## config.mk

```make
export PLATFORM = sky130hd
export DESIGN_NAME = history_predictor_ckpt
export DESIGN_NICKNAME = d
export VERILOG_FILES = /design/src/rtl/history_predictor_ckpt_pkg.sv /design/src/rtl/history_predictor_ckpt_counter_table.sv /design/src/rtl/history_predictor_ckpt.sv
export SDC_FILE = /design/constraint.sdc
export NUM_CORES = 2
export LEC_CHECK = 0
export ABC_AREA = 1
export CAP_MARGIN = 0
export CELL_PAD_IN_SITES_DETAIL_PLACEMENT = 1
export CELL_PAD_IN_SITES_GLOBAL_PLACEMENT = 1
export CORE_MARGIN = 10
export CORE_UTILIZATION = 45
export CTS_CLUSTER_SIZE = 28
export DETAILED_ROUTE_END_ITERATION = 8
export PLACE_DENSITY = 0.82
export REMOVE_ABC_BUFFERS = 1
export SLEW_MARGIN = 30
export SYNTH_ARGS = -nofsm -noshare
export SYNTH_HDL_FRONTEND = slang
export SYNTH_SLANG_ARGS = --single-unit
```

## constraint.sdc

```tcl
create_clock -name clk -period 152.4 [get_ports clk]
set_input_delay 30.48 -clock clk [delete_from_list [all_inputs] [get_ports clk]]
set_output_delay 30.48 -clock clk [all_outputs]
set_load 0.02 [all_outputs]
```

## src/rtl/history_predictor_ckpt_pkg.sv

```systemverilog
// Shared types and helpers for the checkpointed global-history predictor.
package predictor_pkg;

   localparam int unsigned HASH_CONCAT = 0;
   localparam int unsigned HASH_XOR    = 1;

   // Checkpoint fields are sized for the widest supported configuration;
   // instances zero-extend into them and slice back out.
   localparam int unsigned CKPT_IDX_MAX = 16;
   localparam int unsigned CKPT_CNT_MAX = 8;
   localparam int unsigned CKPT_HR_MAX  = 16;

   typedef enum logic {
      INIT,
      RUN
   } state_e;

   typedef struct packed {
      logic [CKPT_IDX_MAX-1:0] index;
      logic [CKPT_CNT_MAX-1:0] count;
      logic [CKPT_HR_MAX-1:0]  hr;
   } ckpt_t;

   // Table index from PC and history; the result is already masked to idx_w bits.
   function automatic logic [31:0] hash_index(input logic [31:0] pc,
                                              input logic [31:0] hr,
                                              input int unsigned idx_w,
                                              input int unsigned hr_w,
                                              input int unsigned mode);
      logic [31:0] pcw;
      logic [31:0] idx_mask;
      logic [31:0] hr_mask;
      logic [31:0] res;
      pcw      = pc >> 2;
      idx_mask = (32'd1 << idx_w) - 32'd1;
      hr_mask  = (32'd1 << hr_w) - 32'd1;
      if (mode == HASH_CONCAT) begin
         res = (pcw << hr_w) | (hr & hr_mask);
      end else if (mode == HASH_XOR) begin
         res = pcw ^ (hr & hr_mask);
      end else begin
         res = '0;
      end
      return res & idx_mask;
   endfunction

   // Saturating up/down step of a cnt_w-bit counter.
   function automatic logic [CKPT_CNT_MAX-1:0] sat_update(input logic [CKPT_CNT_MAX-1:0] count,
                                                          input logic                    dir,
                                                          input int unsigned             cnt_w);
      logic [CKPT_CNT_MAX-1:0] top;
      logic [CKPT_CNT_MAX-1:0] res;
      top = CKPT_CNT_MAX'((32'd1 << cnt_w) - 32'd1);
      res = count;
      if (dir) begin
         if (count != top) res = count + CKPT_CNT_MAX'(1);
      end else begin
         if (count != '0) res = count - CKPT_CNT_MAX'(1);
      end
      return res;
   endfunction

endpackage

```

## src/rtl/history_predictor_ckpt_counter_table.sv

```systemverilog
// Jump-status counter table: one combinational read port, one synchronous write port.
module counter_table #(
   parameter int unsigned INDEX_WIDTH = 10,
   parameter int unsigned CNT_WIDTH   = 2
) (
   input  logic                   clk_i,
   input  logic [INDEX_WIDTH-1:0] raddr_i,
   output logic [CNT_WIDTH-1:0]   rdata_o,
   input  logic                   we_i,
   input  logic [INDEX_WIDTH-1:0] waddr_i,
   input  logic [CNT_WIDTH-1:0]   wdata_i
);

   logic [CNT_WIDTH-1:0] mem_q [2**INDEX_WIDTH];

   // Read returns the pre-write contents when read and write hit the same entry.
   assign rdata_o = mem_q[raddr_i];

   // Single write port; contents are cleared by the parent's init sweep, not by reset.
   always_ff @(posedge clk_i) begin
      if (we_i) mem_q[waddr_i] <= wdata_i;
   end

endmodule

```

## src/rtl/history_predictor_ckpt.sv

```systemverilog
// Global-history branch predictor with a checkpoint queue of in-flight
// predictions, in-order training, history recovery and a power-up table sweep.
module history_predictor_ckpt
   import predictor_pkg::*;
#(
   parameter  int unsigned CNT_WIDTH   = 2,
   parameter  int unsigned CNT_INIT    = 1,
   parameter  int unsigned INDEX_WIDTH = 10,
   parameter  int unsigned HR_WIDTH    = 6,
   parameter  int unsigned HASH_MODE   = 0,
   parameter  int unsigned CKPT_DEPTH  = 4,
   localparam int unsigned OCC_W       = $clog2(CKPT_DEPTH + 1)
) (
   input  logic                 clk,
   input  logic                 rst,
   input  logic                 PL_stall,
   input  logic                 lookup_en,
   input  logic [31:0]          pc,
   output logic [CNT_WIDTH-1:0] pred_count,
   output logic                 pred_taken,
   output logic                 lookup_ack,
   input  logic                 resolve_en,
   input  logic                 resolve_taken,
   input  logic                 flush_en,
   output logic                 ready,
   output logic                 full,
   output logic [OCC_W-1:0]     occupancy,
   output logic                 mispredict,
   output logic                 err_underflow
);

   localparam int unsigned PTR_W = $clog2(CKPT_DEPTH);

   state_e                 state_q, state_d;
   logic [INDEX_WIDTH-1:0] sweep_q, sweep_d;
   logic [HR_WIDTH-1:0]    spec_hr_q, spec_hr_d;
   logic [HR_WIDTH-1:0]    arch_hr_q, arch_hr_d;
   logic [PTR_W-1:0]       head_q, head_d;
   logic [PTR_W-1:0]       tail_q, tail_d;
   logic [OCC_W-1:0]       occ_q, occ_d;
   logic                   full_q, full_d;
   logic                   err_q, err_d;
   ckpt_t                  queue_q [CKPT_DEPTH];

   logic [31:0]             hash_full;
   logic [INDEX_WIDTH-1:0]  rd_idx;
   logic [CNT_WIDTH-1:0]    rd_cnt;
   ckpt_t                   head_e;
   ckpt_t                   push_e;
   logic [INDEX_WIDTH-1:0]  head_idx;
   logic                    head_taken;
   logic [CKPT_CNT_MAX-1:0] upd_full;
   logic                    occ_nz;
   logic                    resolve_ok;
   logic                    flush_ok;
   logic                    tbl_we;
   logic [INDEX_WIDTH-1:0]  tbl_waddr;
   logic [CNT_WIDTH-1:0]    tbl_wdata;
   logic                    unused_bits;

   assign hash_full = hash_index(pc, 32'(spec_hr_q), INDEX_WIDTH, HR_WIDTH, HASH_MODE);
   assign rd_idx    = hash_full[INDEX_WIDTH-1:0];

   counter_table #(
      .INDEX_WIDTH(INDEX_WIDTH),
      .CNT_WIDTH  (CNT_WIDTH)
   ) u_table (
      .clk_i  (clk),
      .raddr_i(rd_idx),
      .rdata_o(rd_cnt),
      .we_i   (tbl_we),
      .waddr_i(tbl_waddr),
      .wdata_i(tbl_wdata)
   );

   assign pred_count = rd_cnt;
   assign pred_taken = rd_cnt[CNT_WIDTH-1];

   assign head_e     = queue_q[head_q];
   assign head_idx   = head_e.index[INDEX_WIDTH-1:0];
   assign head_taken = head_e.count[CNT_WIDTH-1];
   assign upd_full   = sat_update(head_e.count, resolve_taken, CNT_WIDTH);

   assign ready      = (state_q == RUN);
   assign occ_nz     = (occ_q != '0);
   assign resolve_ok = ready & resolve_en & occ_nz;
   assign flush_ok   = ready & flush_en;
   assign mispredict = resolve_ok & (head_taken != resolve_taken);
   assign lookup_ack = ready & lookup_en & ~PL_stall & ~full_q & ~mispredict & ~flush_en;

   assign full          = full_q;
   assign occupancy     = occ_q;
   assign err_underflow = err_q;

   // Upper checkpoint/hash bits beyond the configured widths are always zero.
   assign unused_bits = ^{hash_full, upd_full, head_e};

   // Checkpoint record pushed at the tail on an accepted lookup.
   always_comb begin
      push_e                        = '0;
      push_e.index[INDEX_WIDTH-1:0] = rd_idx;
      push_e.count[CNT_WIDTH-1:0]   = rd_cnt;
      push_e.hr[HR_WIDTH-1:0]       = spec_hr_q;
   end

   // Next-state: init sweep, then lookup/resolve/flush bookkeeping.
   always_comb begin
      state_d   = state_q;
      sweep_d   = sweep_q;
      spec_hr_d = spec_hr_q;
      arch_hr_d = arch_hr_q;
      head_d    = head_q;
      tail_d    = tail_q;
      occ_d     = occ_q;
      err_d     = err_q;
      tbl_we    = 1'b0;
      tbl_waddr = head_idx;
      tbl_wdata = upd_full[CNT_WIDTH-1:0];
      case (state_q)
         INIT: begin
            tbl_we    = 1'b1;
            tbl_waddr = sweep_q;
            tbl_wdata = CNT_WIDTH'(CNT_INIT);
            sweep_d   = sweep_q + INDEX_WIDTH'(1);
            if (sweep_q == '1) state_d = RUN;
         end
         RUN: begin
            if (resolve_ok) begin
               tbl_we    = 1'b1;
               arch_hr_d = {arch_hr_q[HR_WIDTH-2:0], resolve_taken};
               head_d    = head_q + PTR_W'(1);
            end
            if (resolve_en && !occ_nz) err_d = 1'b1;
            if (lookup_ack) begin
               tail_d    = tail_q + PTR_W'(1);
               spec_hr_d = {spec_hr_q[HR_WIDTH-2:0], pred_taken};
            end
            occ_d = occ_q + OCC_W'(lookup_ack) - OCC_W'(resolve_ok);
            // Squash restores speculative history from the post-resolve architectural value.
            if (mispredict || flush_ok) begin
               head_d    = '0;
               tail_d    = '0;
               occ_d     = '0;
               spec_hr_d = arch_hr_d;
            end
         end
         default: state_d = INIT;
      endcase
      full_d = (occ_d == OCC_W'(CKPT_DEPTH));
   end

   // State register with synchronous reset; reset restarts the sweep.
   always_ff @(posedge clk) begin
      if (rst) begin
         state_q   <= INIT;
         sweep_q   <= '0;
         spec_hr_q <= '0;
         arch_hr_q <= '0;
         head_q    <= '0;
         tail_q    <= '0;
         occ_q     <= '0;
         full_q    <= 1'b0;
         err_q     <= 1'b0;
      end else begin
         state_q   <= state_d;
         sweep_q   <= sweep_d;
         spec_hr_q <= spec_hr_d;
         arch_hr_q <= arch_hr_d;
         head_q    <= head_d;
         tail_q    <= tail_d;
         occ_q     <= occ_d;
         full_q    <= full_d;
         err_q     <= err_d;
      end
   end

   // Checkpoint storage; validity is tracked by the pointers and occupancy.
   always_ff @(posedge clk) begin
      if (lookup_ack) queue_q[tail_q] <= push_e;
   end

endmodule

```

; ---- Word-level counts from Yosys, hierarchy flattened
; Memory sizes are Yosys's and may differ from the RTL's. A register that Yosys moved wholly into a read port is not among the register bits.
; Index checks and enable logic that the tools add are counted.
[op_classes]
n_addsub = 7
multipliers = 0
div = 0
n_lt_le_gt_ge = 0
eq_ne = 4
shifts = 0
n_mux = 24
bitwise_logic = 15
n_reduce_logical = 10
[op_table]
columns = cell, count
row1 = $mux 2, 10
row2 = $mux 6, 3
row3 = $add 10x1->10 const B, 1
row4 = $eq 10x10->1 const B, 1
row5 = $mux 10, 1
row6 = $or 10x6->10, 1
row7 = $and 1x1->1, 9
row8 = $ne 8x2->1 const B, 1
row9 = $reduce_bool 8->1, 1
row10 = $mux 1, 7
row11 = $add 2x1->2 const B, 3
row12 = $mux 3, 2
row13 = $reduce_and 2->1, 3
row14 = $not 1->1, 5
row15 = $reduce_bool 2->1, 2
row16 = $add 3x1->3, 1
row17 = $eq 3x3->1 const B, 1
row18 = $reduce_bool 3->1, 1
row19 = $sub 3x1->3, 1
row20 = $pmux 1 s2, 1
row21 = $sub 2x1->2 const B, 1
row22 = $logic_and 1x1->1, 1
row23 = $logic_not 1->1, 1
row24 = $logic_or 1x1->1, 1
row25 = $ne 1x1->1, 1
[word_totals]
ff_bits = 32
latch_bits = 0
ram_bits = 2120
mem_bits_ro = 0
out_inout_bits = 11
elab_cells = 71
mem_count = 2
[mem_list]
columns = name, words, word_bits, rd, rd_clocked_by_memory_dff, wr, line_no
row1 = u_table.mem_q, 1024, 2, 1, 0, 1, history_predictor_ckpt_counter_table.sv:14  ; logic [CNT_WIDTH-1:0] mem_q [2**INDEX_WIDTH];
row2 = queue_q, 4, 18, 1, 1, 1, history_predictor_ckpt.sv:43  ; ckpt_t queue_q [CKPT_DEPTH];

; ---- Depth between registers and ports, before layout
[depth]
ltp_word = 11
mapped_depth = 20

; ---- Cells and area by module
; From an unflattened synthesis, not the netlist that was laid out.
[unflattened]
hier_cells = 8356
area_unflattened_um2 = 90536.8
[by_module_without_submodules]
columns = module, n_inst, cells_each, area_each_um2, seq_area_each_um2
row1 = counter_table, 1, 7974, 86913.4, 61499.0
row2 = history_predictor_ckpt, 1, 382, 3623.5, 2122.0

; ---- Worst setup path after synthesis
; Ideal clock, no wire load.
[synth_path]
path_kind = input to register
from = input resolve_taken
to = memory u_table.mem_q[0][1] (data pin)
setup_ns = 8.349
arrival_ns = 71.657
t_required_ns = 144.051
path_slack_ns = 72.394
path_stages = 2
n_path_buf = 0
cell_sequence = nor2_1 > a211oi_1
[synth_via]
elab_chain_len = 2
[synth_rtl]
columns = item, line_no
row1 = from (decl), history_predictor_ckpt.sv:23  ; input logic resolve_taken,
row2 = $mux 2, history_predictor_ckpt_pkg.sv:55  ; if (dir) begin
row3 = $mux 2, history_predictor_ckpt.sv:119  ; case (state_q)
row4 = named net tbl_wdata[1], history_predictor_ckpt.sv:58  ; logic [CNT_WIDTH-1:0] tbl_wdata;
row5 = to (decl), history_predictor_ckpt_counter_table.sv:14
; The timed path passes the listed nets, and every way through them passes these cells.

; ---- Worst setup path after layout
[layout_path]
from = input pc[2]
to = output pred_taken
[layout_via]
elab_chain_len = 2
[layout_rtl]
columns = item, line_no
row1 = from (decl), history_predictor_ckpt.sv:18  ; input logic [31:0] pc,
row2 = $or 10x6->10, history_predictor_ckpt_pkg.sv:38  ; res = (pcw << hr_w) | (hr & hr_mask);
row3 = $mem_v2 1024x2, -
row4 = to (decl), history_predictor_ckpt.sv:20  ; output logic pred_taken,
; Every way passes these cells.

==> qor.yml <==
final_cell_area_sq_um: 98270
clk_path_buf_depth: 3
synthToLayoutAreaGrowth_pct: 9.291
leakage_nw: 32.61
clockRootBuffer: "clkbuf_16"
synth_seq_cells: 2130
syn_area_per_cell_sq_um: 11.13
first_iter_violations: 7847
use_met2_pct: 42.39
cp-end-kind: "output port"
slew_headroom_pct: 18.68
run_status: "finished clean"
syn-instance-count: 8080
clk_latency_ps: 870
critPathLaunchType: "input port"
hold_viol_final: 0
cellPowerDensity_nw_per_um2: 11.61
cp_common_cell: "nand3_1"
cts_max_level: 4
crit_start: "pc[2]"
synth_top_area_share_pct: 70.00
instances_no_fill: 10590
cts_tree: "built"
cts_setup_buffers: 0
portBuffers: 21
nNetsFinal: 7812
grt_max_degree: 252
viasPerCell: 6.142
numCtsBuffers: 211
cpMaxStageDelayCell: "buf_2"
grt_busiest_layer: "met2"
antenna_found_initial: 5
final-setup-viol-count: 0
syn_area_sq_um: 89920
wl_per_cell_microns: 27.21
setup_ws_ps: 88220
holdBufCountCts: 0
ys.warnings.count: 0
fin_crit_ps: 64180
r2r_cells: 17
synth_top_area_cell: "edfxtp_1"
cts_sinks: 2130
met3_usage_pct: 5.314
regToRegEndpoint: "queue_q[1][7]"
path_class: "input port to output port"
coreArea_sq_um: 199200
path_clk_slew_ps: 60
vias: 65040
cp_top_family: "buffers and inverters"
use_met1_pct: 31.62
vdd_ir_drop_max_mv: 0.009006
crit_path_end: "pred_taken"
max_cap_viol_count: 0
fmax_mhz: 15.58
drt-total-wl_microns: 288200
r2r_setup_slack_ps: 145180
yosysSeqAreaShare_pct: 70.75
power_mw: 1.141
hold_path_class: "register to register"
grt_pass1_wl_microns: 427200
final_common_cell: "edfxtp_1"
required_ps: 121920
synth.distinct_cells: 40
skew_ps: 46.41
path_depth: 9
final_cell_mix: "2096 x edfxtp_1, 1615 x nor2_1, 1334 x nand2_1"
post-route-period-util_pct: 42.12
die_width_microns: 467.0
post-route-util_pct: 49.32
drive_gt1_share_pct: 6.153
drc: 0
fill_cells: 20800
gp_congestion: 0.8116
synth_area_leaders: "edfxtp_1 70%, nand3_1 7.2%, nor2_1 6.8%"
row_count: 164
place_area_sq_um: 91660
dr.pass1.iters: 6
grt_use_total_pct: 25.57
slew_violations: 0
max_stage_delay_ps: 610
cp_num_buf_inv: 4
die_h_microns: 467.0
dpl_worst_slack_ps: 88420
worstMarginPinSlew_ps: 1220
worst-path-max-fanout: 21
cp.arrival_ps: 33700
dpl.hpwl_microns: 148400
ant_nets: 0
worstReg2RegStart: "spec_hr_q[0]"
grt_pass1_vias: 68650
tns_ps: 0
placedCellCount: 10210
initial_core_util_pct: 45.13
ctsResizeCount: 0
dieArea_sq_um: 218100
holdPathStages: 1
pin_count: 50
rsz0062_at_grt: "no"
cp_cell_sequence: "buf_2 > inv_1 > nand3_1 > nand3_1 > nand3_1 > nand3_1 > nand2_1 > inv_1 > clkdlybuf4s50_1"
overflow: 0
fin_hold_ws_ps: 479.3
## sequential cells by signal, indices dropped and copies added (netlist names), 2 cells and up, named ones only
register and cells:
spec_hr_q 6, sweep_q 10, arch_hr_q 6, tail_q 2, queue_q 48, u_table.mem_q 2048, head_q 2, occupancy 3
## cell usage after synthesis, drive strengths merged
library cell	instances
nand2	1383
fa	1
inv	99
a21oi	16
xnor2	1
nand4	1
buf	418
mux2i	4
o22ai	265
a31oi	1
ha	7
o21a	1
clkinv	1
o31ai	1
nor3b	1
or2	2
o21ai	553
nand3	1291
clkbuf	240
edfxtp	2096
dfxtp	34
a32o	2
nor2	1626
nor3	21
a211oi	12
nor4	3
## how the worst min path moves through the flow
| stage | from | endpoint | slack, ps |
|---|---|---|---|
| detailed placement | head_q[1] | head_q[1] | 440 |
| global route | err_underflow | err_underflow | 520 |
| finish | head_q[1] | register | 480 |
| floorplan | head_q[1] | register | 410 |
| global placement | head_q[1] | head_q[1] | 440 |
| CTS | head_q[1] | register | 480 |
## worst reg2reg max path, stage by stage (launching register included)
cell	delay, ps
dfxtp_4	820
buf_12	580
buf_12	810
buf_4	900
buf_4	670
buf_4	770
nand2_1	160
nand3_1	140
nand3_1	120
nand3_1	140
nand3_1	140
nand3_1	240
nand3_1	270
nand3_1	210
nand3_1	210
nand3_1	170
nand2_1	240
inv_1	370
## kinds of logic after synthesis
| logic type | synth area share, % |
|---|---|
| AND/OR/NAND/NOR | 19.94 |
| multiplexers | 0.04453 |
| buffers and inverters | 3.968 |
| adder cells (fa/ha/maj) | 0.1197 |
| XOR/XNOR | 0.009742 |
| AO/OA/AOI/OAI | 5.165 |
| flip-flops | 70.75 |
## area by class of cell
class                           count  area, sq um  area share, %
Timing Repair Buffer              130         1361          1.385
Tap cell                         2656         3323          3.382
Clock inverter                    113        882.1         0.8976
Sequential cell                  2130        63640          64.76
Antenna cell                        3        7.507       0.007639
Multi-Input combinational cell   5192        23040          23.44
Clock buffer                      266         5593          5.691
Inverter                          100        425.4         0.4329
## where the power goes
group	internal, mW	total [mW]	switching (mW)	leakage, nW
Combinational	0.00121	0.00840	0.00719	9.41
Clock	0.277	0.499	0.222	3.17
Sequential	0.633	0.634	0.000108	20.0
Total	0.911	1.14	0.229	32.6
## per-layer routing
| layer | wire, microns | up-vias |
|---|---|---|
| met5 | 0 | - |
| met4 | 15770 | 0 |
| met1 | 105500 | 32940 |
| met3 | 27720 | 848 |
| met2 | 139200 | 3484 |
| li1 | - | 27770 |
(Power assumes the default switching activity.)
